===== config.mk =====
export PLATFORM = sky130hd
export DESIGN_NAME = exc_pipe_flat
export DESIGN_NICKNAME = d
export VERILOG_FILES = /design/src/rtl/exc_pipe_pkg.sv /design/src/rtl/exc_pipe_if.sv /design/src/rtl/exc_pipe_stage.sv /design/src/rtl/exc_pipe.sv /design/src/flat_wrapper.sv
export SDC_FILE = /design/constraint.sdc
export NUM_CORES = 1
export LEC_CHECK = 0
export ABC_CLOCK_PERIOD_IN_PS = 1600
export BUFFER_PORTS_ARGS = -buffer_cell sky130_fd_sc_hd__buf_2
export CAP_MARGIN = 25
export CORE_ASPECT_RATIO = 1.75
export CORE_MARGIN = 10
export CORE_UTILIZATION = 47
export CTS_CLUSTER_DIAMETER = 50
export DETAILED_ROUTE_END_ITERATION = 6
export PLACE_DENSITY_LB_ADDON = 0.25
export SLEW_MARGIN = 20
export SYNTH_ARGS = -nofsm -noshare
export SYNTH_HDL_FRONTEND = slang
export SYNTH_SLANG_ARGS = --single-unit
export TNS_END_PERCENT = 5

===== constraint.sdc =====
create_clock -name clk -period 1.6 [get_ports clk]
set_input_delay 0.08 -clock clk [delete_from_list [all_inputs] [get_ports clk]]
set_output_delay 0.08 -clock clk [all_outputs]
set_load 0.005 [all_outputs]

===== src/rtl/exc_pipe_pkg.sv =====
// rtl/exc_pipe_pkg.sv - shared ExcCode constants for the exception-code pipeline
package exc_pipe_pkg;

  localparam int EXC_W = 5;

  typedef enum logic [EXC_W-1:0] {
    EXC_INT  = 5'd0,
    EXC_ADEL = 5'd4,
    EXC_ADES = 5'd5,
    EXC_RI   = 5'd10,
    EXC_OV   = 5'd12
  } exc_code_e;

endpackage


===== src/rtl/exc_pipe_if.sv =====
// rtl/exc_pipe_if.sv - injection/stall/flush inputs and per-stage taps of exc_pipe
interface exc_pipe_if #(
  parameter int NSTAGE = 4,
  parameter int CODE_W = 5,
  parameter int CNT_W  = 16
);

  logic [NSTAGE-1:0]        inj_valid;
  logic [NSTAGE*CODE_W-1:0] inj_code;
  logic [NSTAGE-1:0]        stall;
  logic                     flush;
  logic [NSTAGE-1:0]        stg_valid;
  logic [NSTAGE*CODE_W-1:0] stg_code;
  logic                     out_valid;
  logic [CODE_W-1:0]        out_code;
  logic [CNT_W-1:0]         exc_cnt;

  modport master (
    output inj_valid, inj_code, stall, flush,
    input  stg_valid, stg_code, out_valid, out_code, exc_cnt
  );

  modport slave (
    input  inj_valid, inj_code, stall, flush,
    output stg_valid, stg_code, out_valid, out_code, exc_cnt
  );

endinterface


===== src/rtl/exc_pipe_stage.sv =====
// rtl/exc_pipe_stage.sv - one exception-code register with merge mux, hold and bubble
module exc_pipe_stage
  import exc_pipe_pkg::*;
#(
  parameter int                CODE_W   = EXC_W,
  parameter logic [CODE_W-1:0] INT_CODE = CODE_W'(EXC_INT)
) (
  input  logic              clk,
  input  logic              reset,
  input  logic              flush,
  input  logic              hold,
  input  logic              bubble,
  input  logic              prev_valid,
  input  logic [CODE_W-1:0] prev_code,
  input  logic              inj_valid,
  input  logic [CODE_W-1:0] inj_code,
  output logic              valid,
  output logic [CODE_W-1:0] code
);

  logic              m_valid;
  logic [CODE_W-1:0] m_code;

  // The older instruction's code always beats a fresh detection in this stage.
  always_comb begin
    m_valid = prev_valid | inj_valid;
    m_code  = INT_CODE;
    if (prev_valid) begin
      m_code = prev_code;
    end else if (inj_valid) begin
      m_code = inj_code;
    end
  end

  always_ff @(posedge clk or negedge reset) begin
    if (!reset) begin
      valid <= 1'b0;
      code  <= INT_CODE;
    end else if (flush) begin
      valid <= 1'b0;
      code  <= INT_CODE;
    end else if (hold) begin
      valid <= valid;
      code  <= code;
    end else if (bubble) begin
      valid <= 1'b0;
      code  <= INT_CODE;
    end else begin
      valid <= m_valid;
      code  <= m_code;
    end
  end

endmodule


===== src/rtl/exc_pipe.sv =====
// rtl/exc_pipe.sv - exception-code pipeline top; EXC_PIPE_CNT_EN adds a committed-exception counter
module exc_pipe
  import exc_pipe_pkg::*;
#(
  parameter int                CODE_W   = EXC_W,
  parameter int                NSTAGE   = 4,
  parameter logic [CODE_W-1:0] INT_CODE = CODE_W'(EXC_INT),
  parameter int                CNT_W    = 16
) (
  input  logic       clk,
  input  logic       reset,
  exc_pipe_if.slave  bus
);

  logic [NSTAGE-1:0]        hold;
  logic [NSTAGE-1:0]        bubble;
  logic [NSTAGE-1:0]        v;
  logic [NSTAGE*CODE_W-1:0] c;

  // A stall anywhere downstream freezes every earlier register.
  always_comb begin
    logic acc;
    acc  = 1'b0;
    hold = '0;
    for (int i = NSTAGE - 1; i >= 0; i--) begin
      acc     = acc | bus.stall[i];
      hold[i] = acc;
    end
  end

  // The first register behind the frozen section receives a bubble.
  always_comb begin
    bubble = '0;
    for (int i = 1; i < NSTAGE; i++) begin
      bubble[i] = hold[i-1] & ~hold[i];
    end
  end

  genvar g;
  generate
    for (g = 0; g < NSTAGE; g++) begin : g_stage
      logic              prev_valid;
      logic [CODE_W-1:0] prev_code;

      if (g == 0) begin : g_head
        assign prev_valid = 1'b0;
        assign prev_code  = INT_CODE;
      end else begin : g_body
        assign prev_valid = v[g-1];
        assign prev_code  = c[(g-1)*CODE_W +: CODE_W];
      end

      exc_pipe_stage #(
        .CODE_W   (CODE_W),
        .INT_CODE (INT_CODE)
      ) u_stage (
        .clk        (clk),
        .reset      (reset),
        .flush      (bus.flush),
        .hold       (hold[g]),
        .bubble     (bubble[g]),
        .prev_valid (prev_valid),
        .prev_code  (prev_code),
        .inj_valid  (bus.inj_valid[g]),
        .inj_code   (bus.inj_code[g*CODE_W +: CODE_W]),
        .valid      (v[g]),
        .code       (c[g*CODE_W +: CODE_W])
      );
    end
  endgenerate

  assign bus.stg_valid = v;
  assign bus.stg_code  = c;
  assign bus.out_valid = v[NSTAGE-1];
  assign bus.out_code  = c[(NSTAGE-1)*CODE_W +: CODE_W];

`ifdef EXC_PIPE_CNT_EN
  localparam logic [CNT_W-1:0] CNT_ONE = CNT_W'(1);

  logic [CNT_W-1:0] cnt;
  logic             commit;

  // Mirrors the last register's load condition with a valid merge result.
  assign commit = ~bus.flush & ~hold[NSTAGE-1] & ~bubble[NSTAGE-1] &
                  (v[NSTAGE-2] | bus.inj_valid[NSTAGE-1]);

  always_ff @(posedge clk or negedge reset) begin
    if (!reset) begin
      cnt <= '0;
    end else if (commit && (cnt != {CNT_W{1'b1}})) begin
      cnt <= cnt + CNT_ONE;
    end
  end

  assign bus.exc_cnt = cnt;
`else
  assign bus.exc_cnt = {CNT_W{1'b0}};
`endif

endmodule


===== src/flat_wrapper.sv =====
// flat-port wrapper written by rule: the top's interface ports become plain ports
module exc_pipe_flat import exc_pipe_pkg::*;
#(
  parameter int                CODE_W   = EXC_W,
  parameter int                NSTAGE   = 4,
  parameter logic [CODE_W-1:0] INT_CODE = CODE_W'(EXC_INT),
  parameter int                CNT_W    = 16
)
  (clk, reset, bus_inj_valid, bus_inj_code, bus_stall, bus_flush, bus_stg_valid, bus_stg_code, bus_out_valid, bus_out_code, bus_exc_cnt);
  exc_pipe_if #(.NSTAGE(NSTAGE), .CODE_W(CODE_W), .CNT_W(CNT_W)) bus_i ();
  input  logic clk;
  input  logic reset;
  input wire logic [$bits(bus_i.inj_valid)-1:0] bus_inj_valid;
  input wire logic [$bits(bus_i.inj_code)-1:0] bus_inj_code;
  input wire logic [$bits(bus_i.stall)-1:0] bus_stall;
  input wire logic [$bits(bus_i.flush)-1:0] bus_flush;
  output wire logic [$bits(bus_i.stg_valid)-1:0] bus_stg_valid;
  output wire logic [$bits(bus_i.stg_code)-1:0] bus_stg_code;
  output wire logic [$bits(bus_i.out_valid)-1:0] bus_out_valid;
  output wire logic [$bits(bus_i.out_code)-1:0] bus_out_code;
  output wire logic [$bits(bus_i.exc_cnt)-1:0] bus_exc_cnt;
  assign bus_i.inj_valid = bus_inj_valid;
  assign bus_i.inj_code = bus_inj_code;
  assign bus_i.stall = bus_stall;
  assign bus_i.flush = bus_flush;
  assign bus_stg_valid = bus_i.stg_valid;
  assign bus_stg_code = bus_i.stg_code;
  assign bus_out_valid = bus_i.out_valid;
  assign bus_out_code = bus_i.out_code;
  assign bus_exc_cnt = bus_i.exc_cnt;
  exc_pipe #(.CODE_W(CODE_W), .NSTAGE(NSTAGE), .INT_CODE(INT_CODE), .CNT_W(CNT_W)) u_core (.clk(clk), .reset(reset), .bus(bus_i));
endmodule

Word-level counts from Yosys, hierarchy flattened
Index checks and enable logic that the tools add are counted.
{"block": "word_totals", "in_bits": 31, "register_bits": 24, "output_inout_bits": 46}
{"block": "op_classes", "bitwise": 12, "eq_ne": 4, "muxes": 29}
{"cell": "$mux 5", "count": 18}
{"cell": "$mux 1", "count": 11}
{"cell": "$ne 2x2->1 const B", "count": 3}
{"cell": "$or 1x1->1", "count": 6}
{"cell": "$and 1x1->1", "count": 3}
{"cell": "$not 1->1", "count": 3}
{"cell": "$ne 2x1->1 const B", "count": 1}

Depth between registers and ports, before layout
Gate-level depths: netlist of run 1.
{"block": "logic_depth", "ltp_word": 7, "depth_mapped": 5}

Cells and area by module
Synthesis of run 1 repeated with hierarchy kept, for this count alone.
{"block": "hier_totals", "cells_unflattened": 140, "area_unflattened_um2": 1335.0}
{"mod": "exc_pipe_stage", "cells_per_inst": 27, "seq_area_each_um2": 150.1, "area_per_inst_um2": 275.3, "instances": 4}
{"mod": "exc_pipe", "cells_per_inst": 32, "seq_area_each_um2": 0.0, "area_per_inst_um2": 234.0, "instances": 1}

Worst setup path after synthesis of run 1
No wires, ideal clock.
{"block": "synth_timing", "path_kind": "flip-flop to flip-flop", "start": "register u_core.g_stage[2].u_stage.valid", "end": "register u_core.g_stage[3].u_stage.code[0]", "path_stages_with_launch": 5, "period_less_slack_ns": 1.127, "setup_ns": 0.132, "n_path_buf": 1, "setup_slack_ns": 0.473, "required_ns": 1.468, "arrival_time_ns": 0.996, "cell_sequence": "dfrtp_1 -> clkbuf_1 -> nor2b_1 -> a221oi_1 -> nor3_1"}
{"block": "synth_via", "elab_chain_len": 4}
{"element": "from (decl)", "line_no": "exc_pipe_stage.sv:17", "text": "output logic valid,"}
{"element": "from (signal assigned)", "line_no": "exc_pipe_stage.sv:43", "text": "valid <= valid;"}
{"element": "from (signal assigned)", "line_no": "exc_pipe_stage.sv:49", "text": "valid <= m_valid;"}
{"element": "$mux 5", "line_no": "exc_pipe_stage.sv:28", "text": "if (prev_valid) begin"}
{"element": "$mux 5", "line_no": "exc_pipe_stage.sv:45", "text": "end else if (bubble) begin"}
{"element": "$mux 5", "line_no": "exc_pipe_stage.sv:42", "text": "end else if (hold) begin"}
{"element": "$mux 5", "line_no": "exc_pipe_stage.sv:39", "text": "end else if (flush) begin"}
{"element": "to (signal assigned)", "line_no": "exc_pipe_stage.sv:44", "text": "code <= code;"}
{"element": "to (signal assigned)", "line_no": "exc_pipe_stage.sv:50", "text": "code <= m_code;"}
{"element": "to (decl)", "line_no": "exc_pipe_stage.sv:18", "text": "output logic [CODE_W-1:0] code"}
No other way between the ends. The select of a mux whose other input is x is not followed.
A chain may end at the register's enable or synchronous reset.

Worst setup path after layout of run 1
{"block": "layout_timing", "start": "register u_core.g_stage[2].u_stage.valid", "end": "register u_core.g_stage[3].u_stage.code[1]"}
Same word-level chain as after synthesis.

==> run metrics, run 1 <==
Synth Warn # 0; CTS tree yes; Vias 1,199; Int Pwr 0.00102 W; via/cell ratio 5.55; critical path class flip-flop to flip-flop; Final Max Tran Viols 0; 1st-pass router iterations 4; area of the die 5530 um^2; initial core utilization 49.4%; die height 91.1 um; post-route ant nets 0; Sw Pwr 0.000314 W; cell family with most CP delay simple AND/OR/NAND/NOR gates; Worst path max stage delay 0.50 ns; Clock power frac 40.2%; Core Rows 25; RSZ-0062 raised after global routing false; Tcrit/Tclk final 76.4%; global route overflow 0; clock latency on the worst-skew pair 0.27 ns; Root Driver clkbuf_8; # setup viols final 0; Arr. time, crit path 1.41 ns; relative slew slack 64.8%; sequential-to-total area share from yosys stat 44.2%; Buf+Inv Stages, Crit Path 0; slowest cell on the critical path dfrtp_1; cell area after synthesis 1360 um^2; Max Fclk 0.818 GHz; mean area per synthesized cell 9.50 um^2; Hold WS 0.0644 ns; DR DRC count 0; WL/cell 18.0 um; fin nets 221; synth top area cells dfrtp_1 (44%), buf_4 (14%), a21oi_1 (6.3%); max-cap violation count 0; CP Cell Sequence nor2b_1, a221oi_1, nor3_1; share of cells above drive strength 1 34.9%; slew at the pin closest to its max-slew limit 0.528 ns; Routed Wire Length 3880 um; FF+latch count, synth 24; final RePlAce weighted congestion 0.763; Core Box Area 2750 um^2; Critical Path Source Type flip-flop; post-synth top area cell dfrtp_1; DP Wirelength 3170 um; Ant. Diodes 0; Comb pwr share 12.5%; GRT Total Usage 13.8%; Unique masters post-synth 27; Post-Syn Instances 143; # Post-CTS Setup Buffers 0; Fin Clk Skew 0.00739 ns; clock slew at reported path FFs 0.09 ns; switching share of power 23.5%; Flop pwr share 47.3%; Die Width 60.6 um; clock buffer depth 2; vias in the first global route 1,302; min cycle time layout 1.22 ns; Resized cells post-CTS 0; initial DRC count 34; CP endpoint kind flip-flop; I/O pin count 77; Fin. Hold Viols 0; worst min-delay path category primary input to flip-flop; Total Neg Setup Slack 0 ns; PwrDens 838 nW/um^2; first-pass GRT wire length 6200 um; initial antenna violation count 0; outcome complete, no violations; critical path fanouts, max 10; Sink Count 24; CTS Buf Count 3; area grow syn2layout 17.3%; post-synth top area share 44.2%; Max rail drop VDD 0.580 mV; pin count of the biggest net entering global routing 25; IO buf count 60; worst path required time 1.79 ns; H-Tree Depth 1; Lkg Pwr 0.824 nW
==> worst paths after layout <==
path                                                        start                           endpoint  slack (ns)  depth (start not counted)
worst min register to register  u_core.g_stage[1].u_stage.code[2]  u_core.g_stage[1].u_stage.code[2]        0.53                          1
max in group asynchronous                                   reset  u_core.g_stage[2].u_stage.code[0]        0.94                          2
worst max-delay path              u_core.g_stage[2].u_stage.valid  u_core.g_stage[3].u_stage.code[1]        0.38                          3
worst max register to register    u_core.g_stage[2].u_stage.valid  u_core.g_stage[3].u_stage.code[1]        0.38                          3
worst min-delay path                              bus_inj_code[4]  u_core.g_stage[0].u_stage.code[4]        0.06                          3
min in group asynchronous                                   reset  u_core.g_stage[1].u_stage.code[0]        0.31                          2
==> logic make-up after synthesis <==
group / count (synthesis) / share of synthesized area [%]
flip-flops: 24 / 44.2
AO/OA/AOI/OAI: 42 / 19.8
other: 1 / 0.276
AND/OR/NAND/NOR: 41 / 18.0
buffers and inverters: 35 / 17.7
==> registers in the layout (all words and copies together) (netlist names) <==
signal	flops
u_core.g_stage.u_stage.code	20
u_core.g_stage.u_stage.valid	4
==> metrics by stage <==
stage	cell area, um^2	util [%]	power (W)	std cells	worst slack [ns]
final	1590	57.9	0.00134	216	0.377
after detailed placement	1510	55.0	0.000808	211	0.323
after floorplan	1420	-	0.000761	158	0.473
after CTS	1590	57.9	0.00133	216	0.360
after global routing	1590	57.9	0.00139	216	0.238
after global placement	1510	55.0	0.000804	211	0.330
==> cell usage in the layout, fill, tap and decap left out, types with 3 or more instances in the layout <==
master     instances
buf_2             60
dfrtp_1           24
a21oi_1           17
conb_1            16
nand2_1            9
a22oi_1            8
nand3b_1           6
nor3_1             5
o21ai_1            5
o2bb2ai_1          5
nand3_1            5
nor2_1             4
a221oi_1           4
nor2b_1            3
clkbuf_8           3
==> power groups by stage <==
stage	sequential (W)	clock (W)	combinational, W
floorplan	0.000640	0	0.000121
global placement	0.000643	0	0.000160
detailed placement	0.000644	0	0.000164
CTS	0.000632	0.000534	0.000167
global route	0.000634	0.000566	0.000190
finish	0.000632	0.000537	0.000167
==> synth_stat cells (all sizes together) <==
cell type	count
a211oi	1
nor2b	3
a21oi	17
nor3	5
o21ai	6
and3b	2
dfrtp	24
a22oi	8
or4	1
nor2	4
or3	3
buf	27
nand3b	6
clkbuf	7
nor4	1
nand2	9
or2	1
o2bb2ai	5
a221oi	4
nand3	5
inv	1
nand2b	1
o211ai	1
conb	1
==> layout make-up <==
type	instances	area, um^2
Fill cell	267	1160
Sequential cell	24	601
Multi-Input combinational cell	99	574
Timing Repair Buffer	61	310
Clock buffer	3	41.3
Tap cell	27	33.8
Clock inverter	1	30.0
Inverter	1	3.75
==> routing by layer <==
| metal | part of all wire (%) | vias to the layer above | GRT usage (%) | wire length, um |
|---|---|---|---|---|
| li1 | - | 569 | - | - |
| met1 | 33 | 566 | 13.9 | 1300 |
| met2 | 54 | 59 | 24.3 | 2100 |
| met3 | 11 | 5 | 6.14 | 440 |
| met4 | 0.93 | 0 | 3.68 | 36 |
| met5 | 0 | - | 0 | 0 |
==> worst reg2reg max path, stage by stage, from the launching register on <==
cell      delay [ns]
dfrtp_1         0.50
nor2b_1         0.32
a221oi_1        0.13
nor3_1          0.20
==> timing repair <==
item,CTS,global route
hold buffers,1,0
setup endpoints to repair,0,0
hold endpoints to repair,24,0
Power figures use the tool's default switching activity.
==> run 2: changes to the inputs <==
--- a/config.mk
+++ b/config.mk
@@ -5,12 +5,12 @@
 export SDC_FILE = /design/constraint.sdc
 export NUM_CORES = 1
 export LEC_CHECK = 0
-export ABC_CLOCK_PERIOD_IN_PS = 1600
+export ABC_CLOCK_PERIOD_IN_PS = 1020
 export BUFFER_PORTS_ARGS = -buffer_cell sky130_fd_sc_hd__buf_2
 export CAP_MARGIN = 25
 export CORE_ASPECT_RATIO = 1.75
 export CORE_MARGIN = 10
-export CORE_UTILIZATION = 47
+export CORE_UTILIZATION = 39
 export CTS_CLUSTER_DIAMETER = 50
 export DETAILED_ROUTE_END_ITERATION = 6
 export PLACE_DENSITY_LB_ADDON = 0.25
==> constraint.sdc (replaced) <==
create_clock -name clk -period 1.02 [get_ports clk]
set_input_delay 0.051 -clock clk [delete_from_list [all_inputs] [get_ports clk]]
set_output_delay 0.051 -clock clk [all_outputs]
set_load 0.005 [all_outputs]
==> run 2 against run 1 <==
Effect of this change: the flow now finishes with violations (negative setup slack); register-to-register slack lost 0.42 ns; sequential cell count is the same; first-iteration DRC count is the same; clock-buffer cell count is the same; hold slack lost 0.019 ns; critical path depth is the same; clock skew is essentially flat; non-clock buffer count grew 14; cell area grew 10%; combinational power grew 85%; total power grew 59%; critical path type is now flip-flop to primary output; highest routed layer is now met3.
==> run metrics, run 2 (synthesized netlist as in run 1, its figures left out) <==
post-route ant nets 0; Worst Hold Depth 3; Max Fclk 0.928 GHz; pin count of the biggest net entering global routing 25; global route overflow 0; Final Util 52.3%; critical path fanouts, max 5; most common library cell in the layout ignoring fill and taps buf_2; slew at the pin closest to its max-slew limit 0.531 ns; 1st-pass router iterations 4; Clock power frac 38.9%; reg2reg start u_core.g_stage[2].u_stage.valid; max FFs per register 20; via/cell ratio 5.05; CP startpoint u_core.g_stage[2].u_stage.valid; CTS tree yes; most frequent cells in the layout buf_2 (59), dfrtp_1 (23), a21oi_1 (16), conb_1 (16), buf_4 (10); Worst Hold Path EP u_core.g_stage[0].u_stage.code[1]; CP endpoint kind primary output; # setup viols final 2; fin nets 235; worst path required time 0.97 ns; share of cells above drive strength 1 41.4%; outcome complete, but fails checks; CTS Buf Count 3; Lkg Pwr 0.904 nW; area grow syn2layout 29.4%; Int Pwr 0.00164 W; failing checks negative setup slack; relative slew slack 64.6%; Die Width 64.6 um; WL/cell 15.8 um; Root Driver clkbuf_8; Sw Pwr 0.000482 W; Core Box Area 3360 um^2; worst r2r dst u_core.g_stage[3].u_stage.valid; max-cap violation count 0; Routed Wire Length 3920 um; DR DRC count 0; initial core utilization 40.4%; Final Max Tran Viols 0; Core Rows 28; Vias 1,252; IO buf count 60; clock latency on the worst-skew pair 0.26 ns; Comb pwr share 14.6%; clock buffer depth 2; final RePlAce weighted congestion 0.741; initial antenna violation count 0; Max rail drop VDD 1.05 mV; area of the die 6340 um^2; R2R cell count 4; Flop pwr share 46.6%; PnR worst setup slack -0.0578 ns; RSZ-0062 raised after global routing true; Critical Path Source Type flip-flop; Ant. Diodes 0; critical path class flip-flop to primary output; die height 98.1 um; Final Power 0.00212 W; worst min-delay path category primary input to flip-flop; vias in the first global route 1,423; I/O pin count 77; hold path start bus_inj_code[1]; PwrDens 1210 nW/um^2; DP Wirelength 3250 um; min cycle time layout 1.08 ns; top flop regs u_core.g_stage.u_stage.code: 20 flops, u_core.g_stage.u_stage.valid: 4 flops; Tcrit/Tclk final 106%; clock slew at reported path FFs 0.09 ns; initial DRC count 34; switching share of power 22.8%; first-pass GRT wire length 6470 um; Arr. time, crit path 1.03 ns; H-Tree Depth 1; Sink Count 24; GRT Total Usage 12.0%; Biggest register u_core.g_stage.u_stage.code; Fin Clk Skew 0.00730 ns; reg2reg setup slack -0.04 ns; Fin. Hold Viols 0
-- run 2: changes by cell type in the layout (fill, tap and decap cells not counted), sizes merged --
cell / delta
buf: +14
-- run 2: area by class of cell --
class	count	area, um^2
sequential	24	602
clock buffer	3	41.3
inverter	1	3.75
timing repair buffer	75	437
clock inverter	1	30.0
tap	45	56.3
multi-input combinational	99	588
fill	349	1610
-- run 2: critical path: stages, from the launching register on --
cell	delay, ns
dfrtp_2	0.42
buf_6	0.14
buf_6	0.11
buf_6	0.10
-- run 2: layer usage --
layer  wire (um)  GRT usage, %
met5           0             0
met4           0          2.48
met3         456          5.84
met2        2110          22.6
met1        1350          11.3
-- run 2: how the worst max path moves through the flow --
| stage | to | slack (ns) | cells after the start |
|---|---|---|---|
| 5_1_grt | u_core.g_stage[3].u_stage.valid | -0.10 | 4 |
| 6_report | bus_stg_valid[2] | -0.06 | 3 |
| 3_5_place_dp | u_core.g_stage[0].u_stage.code[3] | -0.15 | 4 |
| 2_1_floorplan | u_core.g_stage[1].u_stage.code[3] | -0.02 | 4 |
| 3_3_place_gp | u_core.g_stage[0].u_stage.valid | -0.12 | 4 |
| 4_1_cts | bus_stg_valid[2] | -0.04 | 2 |
-- run 2: stage by stage --
| stage | area (um^2) | worst slack [ns] | std cells | setup TNS, ns | hold WS, ns |
|---|---|---|---|---|---|
| 2_1_floorplan | 1420 | -0.0247 | 158 | -0.291 | -0.245 |
| 3_3_place_gp | 1620 | -0.120 | 240 | -0.925 | 0.0593 |
| 3_5_place_dp | 1620 | -0.150 | 240 | -1.26 | 0.0624 |
| 4_1_cts | 1720 | -0.0426 | 245 | -0.0889 | 0.0389 |
| 5_1_grt | 1760 | -0.102 | 248 | -0.537 | 0.0370 |
| 6_report | 1760 | -0.0578 | 248 | -0.0950 | 0.0450 |
-- run 2: repair_timing --
action	in CTS	in global routing
pin swaps	0	5
resized for setup	4	7
endpoints found under the setup margin	11	15
hold endpoints to repair	24	0
buffers inserted	0	3
hold buffers	1	0
-- run 2: power by group through the flow --
stage	clock (W)	sequential, W	combinational [W]
after detailed placement	0	0.00101	0.000289
after floorplan	0	0.00100	0.000191
final	0.000823	0.000987	0.000309
after global placement	0	0.00101	0.000284
after CTS	0.000842	0.000989	0.000295
after global routing	0.000900	0.000989	0.000347
